<file path="config.mk">
export PLATFORM = sky130hd
export DESIGN_NAME = decode_redirect
export DESIGN_NICKNAME = d
export VERILOG_FILES = /design/src/rtl/jof32_pkg.sv /design/src/rtl/decode_redirect_target.sv /design/src/rtl/decode_redirect.sv
export SDC_FILE = /design/constraint.sdc
export NUM_CORES = 1
export LEC_CHECK = 0
export ABC_AREA = 1
export BUFFER_PORTS_ARGS = -buffer_cell sky130_fd_sc_hd__buf_2
export CELL_PAD_IN_SITES_DETAIL_PLACEMENT = 0
export CELL_PAD_IN_SITES_GLOBAL_PLACEMENT = 2
export CORE_UTILIZATION = 26
export CTS_CLUSTER_DIAMETER = 150
export DETAILED_ROUTE_END_ITERATION = 10
export PLACE_DENSITY_LB_ADDON = 0.1
export SLEW_MARGIN = 20
export SYNTH_ARGS = -nofsm -noshare
export SYNTH_HDL_FRONTEND = slang
export SYNTH_SLANG_ARGS = --single-unit
</file>
<file path="constraint.sdc">
create_clock -name clk -period 2.1 [get_ports clk]
set_clock_uncertainty 0.15 [all_clocks]
set_input_delay 0.105 -clock clk [delete_from_list [all_inputs] [get_ports clk]]
set_output_delay 0.105 -clock clk [all_outputs]
set_load 0.02 [all_outputs]
</file>
<file path="src/rtl/jof32_pkg.sv">
// Shared decode constants for the decode/redirect stage: opcodes, fetch
// PC-select encodings, the redirect FSM states and the branch-offset
// sign-extension helper.
package jof32_pkg;

    localparam logic [5:0] OP_JMP = 6'h02;
    localparam logic [5:0] OP_BR  = 6'h04;

    localparam logic [1:0] SEL_SEQ    = 2'b00;
    localparam logic [1:0] SEL_JUMP   = 2'b01;
    localparam logic [1:0] SEL_BRANCH = 2'b10;

    typedef enum logic {
        ST_RUN       = 1'b0,
        ST_WAIT_COND = 1'b1
    } state_e;

    // Widen the 10-bit branch offset to 32 bits, keeping its sign.
    function automatic logic [31:0] sext_offset(input logic [9:0] off);
        return {{22{off[9]}}, off};
    endfunction

endpackage

</file>
<file path="src/rtl/decode_redirect_target.sv">
// Pure combinational target generation for the decode stage: the
// sequential (replay / not-taken) PC and the taken-branch PC.
// Both wrap modulo the PC width.
module redirect_target
    import jof32_pkg::*;
#(
    parameter int SIZE_PC = 9
) (
    input  logic [SIZE_PC:0] pc_i,
    input  logic [9:0]       offset_i,
    output logic [SIZE_PC:0] seq_o,
    output logic [SIZE_PC:0] target_o
);

    localparam int PW = SIZE_PC + 1;

    logic [31:0] offExt;

    assign offExt   = sext_offset(offset_i);
    assign seq_o    = pc_i + PW'(1);
    assign target_o = PW'(32'(pc_i) + offExt);

endmodule

</file>
<file path="src/rtl/decode_redirect.sv">
// Decode-stage register plus fetch redirect control. Jumps redirect in
// the decode cycle; branches park in WAIT_COND replaying pc_id+1 until
// execute resolves the condition or the wait times out. Every advancing
// redirect squashes the ID slot for exactly one bubble.
module decode_redirect
    import jof32_pkg::*;
#(
    parameter int SIZE_PC      = 9,
    parameter int COND_TIMEOUT = 15
) (
    input  logic              clk,
    input  logic              rst_n,
    input  logic [31:0]       inst_in,
    input  logic [SIZE_PC:0]  pc_in,
    input  logic              stall_in,
    input  logic              cond_valid,
    input  logic              cond_taken,
    output logic [31:0]       inst_id,
    output logic [SIZE_PC:0]  pc_id,
    output logic              valid_id,
    output logic [SIZE_PC:0]  pc_jump,
    output logic [SIZE_PC:0]  pc_branch,
    output logic [1:0]        sel_dir,
    output logic              flag_branch,
    output logic              err_timeout
);

    localparam int CNT_W = (COND_TIMEOUT < 1) ? 1 : $clog2(COND_TIMEOUT + 1);

    state_e             state_q, state_d;
    logic [CNT_W-1:0]   cnt_q, cnt_d;
    logic [31:0]        inst_q, inst_d;
    logic [SIZE_PC:0]   pc_q, pc_d;
    logic               valid_q, valid_d;
    logic               err_q, err_d;

    logic [1:0]         selC;
    logic [SIZE_PC:0]   jumpC;
    logic [SIZE_PC:0]   branchC;
    logic [SIZE_PC:0]   seqPc;
    logic [SIZE_PC:0]   takenPc;
    logic [5:0]         opcode;
    logic               squash;

    assign opcode = inst_q[31:26];

    redirect_target #(
        .SIZE_PC (SIZE_PC)
    ) u_target (
        .pc_i     (pc_q),
        .offset_i (inst_q[9:0]),
        .seq_o    (seqPc),
        .target_o (takenPc)
    );

    // Next-state, ID-register update and redirect outputs for both states.
    always_comb begin
        state_d = state_q;
        cnt_d   = cnt_q;
        inst_d  = inst_q;
        pc_d    = pc_q;
        valid_d = valid_q;
        err_d   = err_q;
        selC    = SEL_SEQ;
        jumpC   = '0;
        branchC = '0;
        squash  = 1'b0;

        case (state_q)
            ST_RUN: begin
                if (stall_in) begin
                    selC    = SEL_BRANCH;
                    branchC = seqPc;
                end else if (valid_q && opcode == OP_JMP) begin
                    selC   = SEL_JUMP;
                    jumpC  = inst_q[SIZE_PC:0];
                    squash = 1'b1;
                end else if (valid_q && opcode == OP_BR) begin
                    state_d = ST_WAIT_COND;
                    cnt_d   = '0;
                end else begin
                    inst_d  = inst_in;
                    pc_d    = pc_in;
                    valid_d = 1'b1;
                end
            end
            ST_WAIT_COND: begin
                selC = SEL_BRANCH;
                if (cond_valid) begin
                    branchC = cond_taken ? takenPc : seqPc;
                    squash  = 1'b1;
                    state_d = ST_RUN;
                end else if (cnt_q == CNT_W'(COND_TIMEOUT)) begin
                    branchC = seqPc;
                    err_d   = 1'b1;
                    squash  = 1'b1;
                    state_d = ST_RUN;
                end else begin
                    branchC = seqPc;
                    cnt_d   = cnt_q + CNT_W'(1);
                end
            end
            default: begin
                state_d = ST_RUN;
            end
        endcase

        if (squash) begin
            inst_d  = '0;
            valid_d = 1'b0;
            pc_d    = pc_in;
        end
    end

    // State, wait counter, ID slot and sticky timeout flag registers.
    always_ff @(posedge clk or negedge rst_n) begin
        if (!rst_n) begin
            state_q <= ST_RUN;
            cnt_q   <= '0;
            inst_q  <= '0;
            pc_q    <= '0;
            valid_q <= 1'b0;
            err_q   <= 1'b0;
        end else begin
            state_q <= state_d;
            cnt_q   <= cnt_d;
            inst_q  <= inst_d;
            pc_q    <= pc_d;
            valid_q <= valid_d;
            err_q   <= err_d;
        end
    end

    // Redirect outputs are forced quiet while reset is held, so a stall
    // during reset cannot produce a replay request.
    assign sel_dir     = rst_n ? selC    : SEL_SEQ;
    assign pc_jump     = rst_n ? jumpC   : '0;
    assign pc_branch   = rst_n ? branchC : '0;
    assign flag_branch = (sel_dir == SEL_BRANCH);

    assign inst_id     = inst_q;
    assign pc_id       = pc_q;
    assign valid_id    = valid_q;
    assign err_timeout = err_q;

endmodule

</file>
# Word level (Yosys, flattened, before mapping)
# Cells that the tools add are included.
# totals
in_bits	47
regBits	49
elab_cells	74
# classes
n_eq_ne	13
addsub	3
n_reduce_logical	5
mux	45
bitwise	2
# ops
cell	n
$mux W32	5
$mux W10	13
$mux W4	5
$pmux W10 S2	1
$mux W1	15
$ne A2 B2 Y1 const B	7
$add A10 B1 Y10 const B	1
$add A10 B10 Y10	1
$pmux W4 S2	1
$eq A6 B2 Y1 const B	1
$eq A6 B3 Y1 const B	1
$reduce_and A5 Y1	1
$add A4 B1 Y4 const B	1
$eq A4 B4 Y1 const B	1
$mux W2	2
$ne A2 B1 Y1 const B	2
$pmux W1 S2	2
$pmux W2 S2	1
$reduce_and A4 Y1	1
$reduce_and A3 Y1	1
$eq A2 B2 Y1 const B	1
$logic_and A1 B1 Y1	2
$not A1 Y1	2

# Longest topological paths before layout
# Gate-level depths: netlist of run 1.
# depth
word_depth	7
ltp_mapped	12

# Cells and area by module
# A second synthesis of run 1 with hierarchy kept.
# unflattened
hier_cells	425
hier_area_um2	3206.8
# by_module_without_submodules
mod	seq_area_each_um2	cells_per_inst	area_each_um2	n_inst
decode_redirect	1226.2	315	2566.2	1
redirect_target	0.0	110	640.6	1

# Worst setup path before layout of run 1
# No wires, ideal clock.
# synth_timing
kind	flip-flop to output port
from	register pc_q[0], in the netlist pc_id[0]
to	output port pc_branch[8]
path_stages_with_launch	13
arrival_time_ns	2.040
path_slack_ns	-0.195
cell_sequence	dfrtp_1 -> ha_1 -> inv_1 -> fa_1 -> inv_1 -> nand2_1 -> nand2_1 -> nand2_1 -> nand2_1 -> nand2_1 -> nand3_1 -> nand2_1 -> a21oi_1
# synth_via
elab_chain_len	5
# synth_lines
element	line	source
start, declared	decode_redirect.sv:33	logic [SIZE_PC:0] pc_q, pc_d;
start signal, assigned	decode_redirect.sv:128	pc_q <= pc_d;
$add A10 B1 Y10 / $add A10 B10 Y10 (equally long branches)	decode_redirect_target.sv:20, decode_redirect_target.sv:21	
$mux W10	decode_redirect.sv:90	branchC = cond_taken ? takenPc : seqPc;
$mux W10	decode_redirect.sv:89	if (cond_valid) begin
$pmux W10 S2 (*)	decode_redirect.sv:69	case (state_q)
$mux W10 (*)	decode_redirect.sv:138	assign pc_branch = rst_n ? branchC : '0;
end, declared	decode_redirect.sv:22	output logic [SIZE_PC:0] pc_branch,
# Every way passes the cells marked *; elsewhere a longest branch is shown, timed or not.

# Worst setup path after layout of run 1
# layout_timing
from	register inst_q[1], in the netlist inst_id[1]
to	output port pc_branch[6]
# layout_via
elab_chain_len	5
# layout_lines
element	line	source
start, declared	decode_redirect.sv:32	logic [31:0] inst_q, inst_d;
start signal, assigned	decode_redirect.sv:127	inst_q <= inst_d;
$add A10 B10 Y10	decode_redirect_target.sv:21	assign target_o = PW'(32'(pc_i) + offExt);
$mux W10	decode_redirect.sv:90	
$mux W10	decode_redirect.sv:89	
$pmux W10 S2	decode_redirect.sv:69	
$mux W10	decode_redirect.sv:138	
# Every way passes these cells.

==> reports/qor.yml, run 1 <==
grt:
  grt_pass1_vias: 3233
  grt_overflow: 0
  antenna_found_initial: 0
  grtUsageTotal_pct: 17.9
  grt_max_degree: 51
  grt_pass1_wl_um: 16400
cells_and_area:
  layout.nets: 681
  layout_common_cells: "186 x nand2_1, 104 x buf_2, 44 x dfrtp_1"
  nFillCells: 1224
  areaGrowthSynthToFinish_pct: 59.5
  final_common_cell: "nand2_1"
  utilization_pct: 42.6
  diodes: 0
  drive_gt1_share_pct: 35.0
  final_area_um2: 4860
setup_path:
  path_class: "reg2out"
  slowest_stage: "dfrtp_2"
  crit_chain: "inv_2, fa_2, inv_2, buf_4, nand3_2, nand3_2, nand2_1, nand3_2, nand2_1, a21oi_2, buf_6"
  crit_path_frequent_cell: "nand3_2"
  r2r_cells: 8
  max_stage_delay_ns: 0.44
  start_kind: "flip-flop"
  endpoint_kind: "output pin"
  critPathMaxFanout: 3
  arrival_ns: 2.01
  crit_required_ns: 1.85
place:
  place_area_um2: 3890
  dp_hpwl_um: 7720
  port_buffers: 113
  gp_congestion: 0.789
sta:
  maxSlewViolCount: 0
  hold_viol_final: 0
  finalCritPeriodShare_pct: 108
  layout_setup_ws_ns: -0.167
  max_slew_margin_pct: 55.6
  worst_pin_slew_ns: 0.667
  timing.final.crit_period_ns: 2.27
  setup_viol: 9
  fmax_ghz: 0.441
  rsz0062_at_grt: "true"
floorplanning:
  die_h_um: 110
  initial_core_util_pct: 26.7
  die_area_um2: 12200
  num_rows: 39
  io_pins: 114
  core-area_um2: 11400
  dieWidth_um: 110
power:
  p_leak_nw: 2.64
  pwr-share-seq_pct: 31.8
  pwr_density_cell_nw_per_um2: 806
  p_total_mw: 3.92
  p_comb_share_pct: 45.8
  netSwitchingFraction_pct: 39.5
  clock_power_share_pct: 22.4
  p_int_mw: 2.37
  ir_drop_uv: 346
  switching_power_mw: 1.55
yosys:
  async_flop_share_pct: 100
  ys_warn_count: 0
  yosysSeqAreaShare_pct: 40.2
  synth_nets: 495
  synth_cell_types: 30
  syn-cell-area_um2: 3050
  syn_avg_cell_area_um2: 6.99
  synth_edf_count: 0
  synth-main-ff-cell: "dfrtp_1"
  syn_inst: 436
  ys_ff_latch: 49
detailed_routing:
  dr_total_vias: 3331
  drtAntennaViolNets: 0
  vias_per_cell: 4.35
  routed_wl_um: 10400
  first_iter_violations: 122
  dr.pass1.iters: 4
  post_drt_wl_per_cell_um: 13.6
  drc: 0
status:
  violations: "setup timing"
  status: "finished with violations"
clock_tree:
  clk_pin_slew_worst_paths_ns: 0.07
  worstSkewPairLatency_ns: 0.29
  cts_buffers: 5
  clkSinkCount: 49
  cts_tree: "yes"
  clock_path_buffers: 2
  ctsRootBufferMaster: "clkbuf_16"
  cts.htree.levels: 2
worst_hold_path:
  hold_class: "in2reg"
  holdPathStages: 3
run:
  maxCapViolations: 0
==> state kept, by name (all words and copies together) (netlist names) <==
signal,flops
inst_id,32
pc_id,10
cnt_q,4
err_timeout,1
state_q,1
valid_id,1
==> logic make-up (layout without fill, tap and decap cells) <==
group / count (synthesis) / in the layout / synth area share [%]
flops: 49 / 49 / 40.2
buf+inv: 60 / 247 / 8.95
compound gates: 28 / 28 / 5.79
xor+xnor: 8 / 8 / 2.30
fa+ha+maj: 12 / 12 / 5.17
simple gates: 279 / 279 / 37.5
==> metrics by stage <==
step	setup WS, ns	instances	hold slack (ns)	TNS (ns)
finish	-0.167	766	0.0564	-0.671
global route	-0.286	766	0.0658	-3.30
CTS	-0.155	760	0.0505	-0.882
detailed placement	0.0152	704	0.144	0
global placement	0.0257	704	0.149	0
floorplan	0.0150	436	-0.341	0
==> metal layers <==
metal,vias up,global-route usage (%),routed length [um]
met5,-,0,0
met4,0,3.95,90
met3,7,3.47,400
met2,69,29.9,5040
met1,1526,23.9,4860
li1,1729,-,-
==> what timing repair did <==
action / in CTS / in global routing
pin swaps: 8 / 24
hold buffers: 43 / 0
resized for setup: 32 / 39
buffers inserted: 5 / 6
endpoints found under the hold margin: 91 / 0
setup endpoints to repair: 18 / 19
==> area by class of cell <==
class	count	area, um2	area share, %
Sequential cell	49	1230	25.4
Clock inverter	1	8.76	0.180
Tap cell	143	179	3.68
Clock buffer	7	153	3.14
Timing Repair Buffer	190	1300	26.7
Multi-Input combinational cell	327	1810	37.2
Inverter	49	184	3.78
==> Yosys cell counts (4+ instances only) <==
master	n	share of area, %
a21oi_1	15	2.5
buf_2	5	0.82
buf_6	5	1.8
dfrtp_1	49	40
ha_1	11	4.5
inv_1	46	5.7
nand2_1	198	24
nand3_1	37	6.1
nand4_1	6	1.2
nor2_1	28	3.4
o21ai_0	5	0.82
xnor2_1	4	1.1
xor2_1	4	1.1
==> path summary, 6_finish.rpt <==
path,start,endpoint,slack (ns)
setup / recovery,inst_id[1]$_DFFE_PN0P_,pc_branch[6],-0.17
max in group asynchronous,rst_n,inst_id[5]$_DFFE_PN0P_,0.98
hold / removal,cond_valid,err_timeout$_DFFE_PN0P_,0.06
min in group asynchronous,rst_n,cnt_q[3]$_DFFE_PN0P_,0.35
setup reg to reg,cnt_q[0]$_DFFE_PN0P_,pc_id[5]$_DFFE_PN0P_,0.20
hold reg to reg,inst_id[18]$_DFFE_PN0P_,inst_id[18]$_DFFE_PN0P_,0.32
==> critical path, delay by kind of cell, from the launching register on <==
family	cells	cell delay, ns
compound gates	1	0.14
buf+inv	4	0.37
fa+ha+maj	1	0.40
simple gates	5	0.35
flops	1	0.44
==> power by group through the flow <==
stage                     combinational [mW]  clock (mW)  sequential (mW)
after global placement                  1.45           0             1.23
after floorplan                        0.710           0             1.43
after detailed placement                1.45           0             1.24
final                                   1.79       0.878             1.24
after CTS                               1.65       0.908             1.25
after global routing                    2.00       0.949             1.27
No activity file was read; power rests on OpenSTA's default activity.
==> inputs of run 2 (changes only) <==
--- a/config.mk
+++ b/config.mk
@@ -13,6 +13,7 @@
 export CTS_CLUSTER_DIAMETER = 150
 export DETAILED_ROUTE_END_ITERATION = 10
 export PLACE_DENSITY_LB_ADDON = 0.1
+export SETUP_SLACK_MARGIN = 0.02
 export SLEW_MARGIN = 20
 export SYNTH_ARGS = -nofsm -noshare
 export SYNTH_HDL_FRONTEND = slang
==> constraint.sdc (replaced) <==
create_clock -name clk -period 2.4 [get_ports clk]
set_clock_uncertainty 0.15 [all_clocks]
set_input_delay 0.12 -clock clk [delete_from_list [all_inputs] [get_ports clk]]
set_output_delay 0.12 -clock clk [all_outputs]
set_load 0.02 [all_outputs]
==> reports/qor.yml, run 2 (synthesized netlist as in run 1, its figures left out) <==
setup_path:
  arrival_ns: 2.04  # +0.03 ns
  path_class: "reg2out"
  critPathMaxFanout: 3  # unchanged
  endpoint_kind: "output pin"
  crit_required_ns: 2.13  # +0.28 ns
  start_kind: "flip-flop"
clock_tree:
  ctsRootBufferMaster: "clkbuf_16"
  clock_path_buffers: 2  # unchanged
  clk_pin_slew_worst_paths_ns: 0.06  # about the same
  cts_tree: "yes"
  cts_buffers: 5  # unchanged
  worstSkewPairLatency_ns: 0.29  # about the same
  clkSinkCount: 49  # unchanged
  cts.htree.levels: 2  # unchanged
power:
  pwr_density_cell_nw_per_um2: 695  # -14%
  ir_drop_uv: 272  # -21%
  p_leak_nw: 2.54  # -3.7%
floorplanning:
  die_h_um: 110  # unchanged
  initial_core_util_pct: 26.7  # unchanged
  die_area_um2: 12200  # unchanged
  dieWidth_um: 110  # unchanged
  core-area_um2: 11400  # unchanged
  io_pins: 114  # unchanged
  num_rows: 39  # unchanged
sta:
  maxSlewViolCount: 0  # unchanged
  layout_setup_ws_ns: 0.0897  # +0.257 ns
  max_slew_margin_pct: 56.9  # +1.4 points
  fmax_ghz: 0.433
  timing.final.crit_period_ns: 2.31
  hold_viol_final: 0  # unchanged
  holdWs_ns: 0.0788  # +0.0224 ns
  finalCritPeriodShare_pct: 96.3
  setup_viol: 0  # -9
  rsz0062_at_grt: "true"
  worst_pin_slew_ns: 0.646  # -0.0204 ns
detailed_routing:
  post_drt_wl_per_cell_um: 13.8  # +1.5%
  drc: 0  # unchanged
  routed_wl_um: 10400  # -0.12%
  first_iter_violations: 192  # +57%
  dr.pass1.iters: 4  # unchanged
  drtAntennaViolNets: 0  # unchanged
  dr_total_vias: 3354  # +0.69%
  vias_per_cell: 4.45  # +2.3%
cells_and_area:
  drive_gt1_share_pct: 29.6  # -5.4 points
  layout_common_cells: "192 x nand2_1, 108 x buf_2, 47 x dfrtp_1"
  nFillCells: 1268  # +3.6%
  multi_input_comb_area_um2: 1690  # -6.6%
  final_common_cell: "nand2_1"
  seqCellArea_um2: 1230  # -0.30%
  final_area_um2: 4620  # -4.9%
  areaGrowthSynthToFinish_pct: 51.7
  diodes: 0  # unchanged
  largest_register_ffs: 32  # unchanged
  stdcell_count: 754  # -1.6%
  layout.nets: 669  # -1.8%
grt:
  grt_overflow: 0  # unchanged
  busiest_layer: "met2"
  antenna_found_initial: 0  # unchanged
  grtUsageTotal_pct: 18.0  # +0.055 points
  grt_pass1_vias: 3221  # -0.37%
  grt_max_degree: 51  # unchanged
  use_met3_pct: 3.82  # +0.35 points
  grt_pass1_wl_um: 16400  # unchanged
  grt_use_met2_pct: 30.3  # +0.44 points
  grt_use_met1_pct: 23.5  # -0.44 points
place:
  dp.cells: 698  # -0.85%
  pre_cts_ws_ns: 0.230  # +0.215 ns
  place_area_um2: 3850  # -0.84%
  gp_congestion: 0.784  # -0.62%
  port_buffers: 113  # unchanged
  dp_hpwl_um: 7830  # +1.4%
worst_hold_path:
  hold_class: "in2reg"
status:
  status: "completed"
run:
  maxCapViolations: 0  # unchanged
==> run 2: changes by cell type in the layout (fill, tap and decap cells not counted), moves of 4 or more <==
cell,delta
buf_2,+4
buf_6,-5
nand2_4,-4
a21oi_2,-4
nand3_1,+4
a21oi_1,+4
nand2_1,+6
buf_4,-13
==> run 2: path summary, 6_finish.rpt <==
path | startpoint | endpoint | slack (ns) | cells after the start
worst min register to register | inst_id[20]$_DFFE_PN0P_ | inst_id[20]$_DFFE_PN0P_ | 0.32 | 2
worst max register to register | cnt_q[0]$_DFFE_PN0P_ | inst_id[11]$_DFFE_PN0P_ | 0.34 | 9
max in group asynchronous | rst_n | pc_id[1]$_DFFE_PN0P_ | 1.27 | 3
worst min-delay path | cond_valid | err_timeout$_DFFE_PN0P_ | 0.08 | 3
min in group asynchronous | rst_n | inst_id[16]$_DFFE_PN0P_ | 0.37 | 3
worst max-delay path | pc_id[0]$_DFFE_PN0P_ | pc_branch[8] | 0.09 | 13
==> run 2: critical path: stages (launching register included) <==
cell	delay, ns
dfrtp_1	0.41
ha_4	0.17
inv_2	0.04
fa_2	0.37
inv_2	0.07
nand2_2	0.04
nand2_2	0.08
nand2_2	0.06
nand2_2	0.06
nand2_2	0.05
nand3_2	0.05
nand2_1	0.05
a21oi_1	0.13
buf_4	0.16
==> run 2: per-layer routing <==
layer  wire (um)  part of all wire [%]
met1        4770                    46
met2        5000                    48
met3         527                   5.1
met4          82                  0.79
met5           0                     0
==> run 2: timing repair <==
item | CTS | global route
hold buffers | 43 | 0
buffers inserted | 2 | 3
pin swaps | 0 | 8
hold endpoints to repair | 91 | 0
setup endpoints to repair | 5 | 7
resized for setup | 5 | 31
==> run 2: power breakdown <==
group	total [mW]	internal, mW	switching, mW
registers	1.09	0.962	0.128
logic	1.42	0.575	0.850
clock network	0.698	0.388	0.310
==> run 2: stage by stage <==
stage          util (%)  setup TNS (ns)  power (mW)
2_1_floorplan         -               0        1.87
3_3_place_gp       33.8               0        2.36
3_5_place_dp       33.8               0        2.35
4_1_cts            39.0               0        3.14
5_1_grt            40.5         -0.0261        3.46
6_report           40.5               0        3.21
==> run 2: cell type report <==
| class | instances | area share (%) |
|---|---|---|
| clock buffer | 7 | 2.87 |
| clock inverter | 1 | 0.162 |
| inverter | 49 | 3.98 |
| multi-input combinational | 327 | 36.5 |
| sequential | 49 | 26.6 |
| tap | 143 | 3.87 |
| timing repair buffer | 178 | 26.0 |
==> inputs of run 3 (changes only) <==
--- a/config.mk
+++ b/config.mk
@@ -5,14 +5,14 @@
 export SDC_FILE = /design/constraint.sdc
 export NUM_CORES = 1
 export LEC_CHECK = 0
-export ABC_AREA = 1
+export ABC_AREA = 0
 export BUFFER_PORTS_ARGS = -buffer_cell sky130_fd_sc_hd__buf_2
 export CELL_PAD_IN_SITES_DETAIL_PLACEMENT = 0
 export CELL_PAD_IN_SITES_GLOBAL_PLACEMENT = 2
-export CORE_UTILIZATION = 26
+export CORE_UTILIZATION = 28
 export CTS_CLUSTER_DIAMETER = 150
 export DETAILED_ROUTE_END_ITERATION = 10
-export PLACE_DENSITY_LB_ADDON = 0.1
+export PLACE_DENSITY = 0.89
 export SETUP_SLACK_MARGIN = 0.02
 export SLEW_MARGIN = 20
 export SYNTH_ARGS = -nofsm -noshare
==> reports/qor.yml, run 3 <==
status:
  status: "finished with violations"
  violations: "setup timing"
yosys:
  netlist_top_cells_count: "49 x dfrtp_1, 33 x a22o_1, 15 x nand2_1"
  ys_warn_count: 0  # unchanged
  synth_nets: 310  # -37%
  syn_avg_cell_area_um2: 10.7  # +53%
  synth_edf_count: 0  # unchanged
  yosysSeqAreaShare_pct: 45.7  # +5.4 points
  syn_inst: 251  # -42%
  synth_area_leader_cell: "dfrtp_1"
  synth_most_common_cell: "dfrtp_1"
  synth-main-ff-cell: "dfrtp_1"
  synth_area_leaders: "dfrtp_1 46%, a22o_1 11%, ha_1 5.1%, mux2_4 3.9%, and2_1 3.3%"
  syn-cell-area_um2: 2690  # -12%
  synth_top_area_share_pct: 45.7  # +5.4 points
  async_flop_share_pct: 100  # unchanged
  synth_cell_types: 45  # +50%
  ys_ff_latch: 49  # unchanged
sta:
  max_slew_margin_pct: 74.2  # +17 points
  worst_pin_slew_ns: 0.383  # -0.263 ns
  finalCritPeriodShare_pct: 111  # +14 points
  layout_setup_ws_ns: -0.258  # -0.348 ns
  rsz0062_at_grt: "true"
  timing.setup.tns_ns: -0.897  # -0.897 ns
  setup_viol: 5  # +5
  fmax_ghz: 0.376  # -13%
  maxSlewViolCount: 0  # unchanged
  timing.final.crit_period_ns: 2.66  # +0.348 ns
  hold_viol_final: 0  # unchanged
cells_and_area:
  areaGrowthSynthToFinish_pct: 56.4
  diodes: 0  # unchanged
  drive_gt1_share_pct: 41.9  # +12 points
  layout.nets: 490  # -27%
  final_common_cell: "buf_2"
  largest_register_ffs: 32  # unchanged
  layout_common_cells: "109 x buf_2, 47 x dfrtp_1, 43 x dlygate4sd3_1"
floorplanning:
  die_h_um: 99.9  # -9.4%
  io_pins: 114  # unchanged
  die_area_um2: 9990  # -18%
  initial_core_util_pct: 28.9  # +2.2 points
  dieWidth_um: 99.9  # -9.4%
  num_rows: 35  # -10%
  core-area_um2: 9280  # -19%
power:
  p_leak_nw: 2.09  # -18%
  ir_drop_uv: 290  # +6.4%
  pwr_density_cell_nw_per_um2: 632  # -9.1%
detailed_routing:
  drtAntennaViolNets: 0  # unchanged
  dr.pass1.iters: 4  # unchanged
  first_iter_violations: 85  # -56%
  post_drt_wl_per_cell_um: 14.8  # +7.6%
  dr_total_vias: 2601  # -22%
  vias_per_cell: 4.64  # +4.2%
  drc: 0  # unchanged
  routed_wl_um: 8310  # -20%
clock_tree:
  cts_tree: "yes"
  cts.htree.levels: 2  # unchanged
  worstSkewPairLatency_ns: 0.31  # +0.02 ns
  clkSinkCount: 49  # unchanged
  ctsRootBufferMaster: "clkbuf_8"
  clock_path_buffers: 2  # unchanged
  cts_buffers: 5  # unchanged
  clk_pin_slew_worst_paths_ns: 0.10  # +0.04 ns
setup_path:
  start_kind: "flip-flop"
  arrival_ns: 2.39  # +0.35 ns
  path_class: "reg2out"
  critPathMaxFanout: 3  # unchanged
  crit_required_ns: 2.13  # about the same
  endpoint_kind: "output pin"
grt:
  grt_overflow: 0  # unchanged
  antenna_found_initial: 0  # unchanged
  grt_pass1_vias: 2651  # -18%
  grtUsageTotal_pct: 16.7  # -1.3 points
  grt_max_degree: 44  # -14%
  grt_pass1_wl_um: 13000  # -20%
place:
  port_buffers: 113  # unchanged
  dp_hpwl_um: 5920  # -24%
  pre_cts_ws_ns: -0.0600  # -0.291 ns
  gp_congestion: 0.790  # +0.83%
worst_hold_path:
  hold_class: "in2reg"
run:
  maxCapViolations: 0  # unchanged
## run 3: cell count changes in the layout (fill, tap and decap cells not counted), sizes merged, moves of 16 or more
| cell | change |
|---|---|
| a22o | +33 |
| and2 | +16 |
| inv | -39 |
| nand2 | -184 |
| nand3 | -28 |
| nor2 | -23 |
## run 3: stage by stage
stage / cells / total power, mW / hold WS [ns] / utilization, % / instance area [um2]
floorplan: 251 / 1.66 / -0.326 / - / 2700
global placement: 504 / 2.02 / -0.149 / 38.1 / 3540
detailed placement: 504 / 2.03 / -0.145 / 38.1 / 3540
CTS: 560 / 2.64 / 0.0254 / 44.7 / 4150
global route: 561 / 2.83 / 0.0800 / 45.2 / 4200
finish: 561 / 2.65 / 0.0309 / 45.2 / 4200
## run 3: routing by layer
metal	share of wire, %	vias up	global-route usage, %	wire, um
met1	43	1254	20.3	3580
met3	3.1	13	2.37	257
li1	-	1271	-	-
met5	0	-	0	0
met2	52	63	30.2	4300
met4	2.0	0	5.43	169
## run 3: cell families after synthesis
kind of cell,after synthesis,synth area share [%]
mux,12,5.92
flops,49,45.7
simple gates,78,16.0
buf+inv,19,3.54
compound gates,68,18.7
fa+ha+maj,12,5.87
xor+xnor,13,4.24
## run 3: layout make-up
class | count | area (um2)
timing repair buffer | 183 | 1220
clock buffer | 6 | 72.6
multi-input combinational | 183 | 1470
tap | 129 | 161
sequential | 49 | 1230
inverter | 9 | 33.8
fill | 927 | 5080
clock inverter | 2 | 10.0
## run 3: where the power goes
part	internal [mW]	switching, mW	leakage (nW)
sequential	0.938	0.103	0.599
clock	0.203	0.278	0.0450
combinational	0.529	0.602	1.45
total	1.67	0.984	2.09
## run 3: critical path, stage by stage (launching register included)
cell,delay (ns)
dfrtp_2,0.40
ha_4,0.14
inv_2,0.03
fa_2,0.33
nor2b_1,0.12
o21a_1,0.15
o21ai_2,0.08
and3_4,0.18
nor4_4,0.24
o21ai_1,0.08
and3b_1,0.20
buf_6,0.13
## run 3: repair_timing
action | in CTS | in global routing
resized for setup | 16 | 8
setup buffers | 5 | 1
endpoints found under the hold margin | 64 | 0
hold buffers | 43 | 0
pin swaps | 9 | 3
endpoints found under the setup margin | 7 | 16
cloned | 0 | 0
## run 3: final timing paths
check	from	to	slack, ns	cells past startpoint
max	pc_id[0]$_DFFE_PN0P_	pc_branch[6]	-0.26	11
min	cond_valid	err_timeout$_DFFE_PN0P_	0.03	3
max reg2reg	inst_id[26]$_DFFE_PN0P_	pc_id[1]$_DFFE_PN0P_	0.36	6
min reg2reg	err_timeout$_DFFE_PN0P_	err_timeout$_DFFE_PN0P_	0.36	1
max in group asynchronous	rst_n	pc_id[4]$_DFFE_PN0P_	1.05	4
min in group asynchronous	rst_n	err_timeout$_DFFE_PN0P_	0.08	2
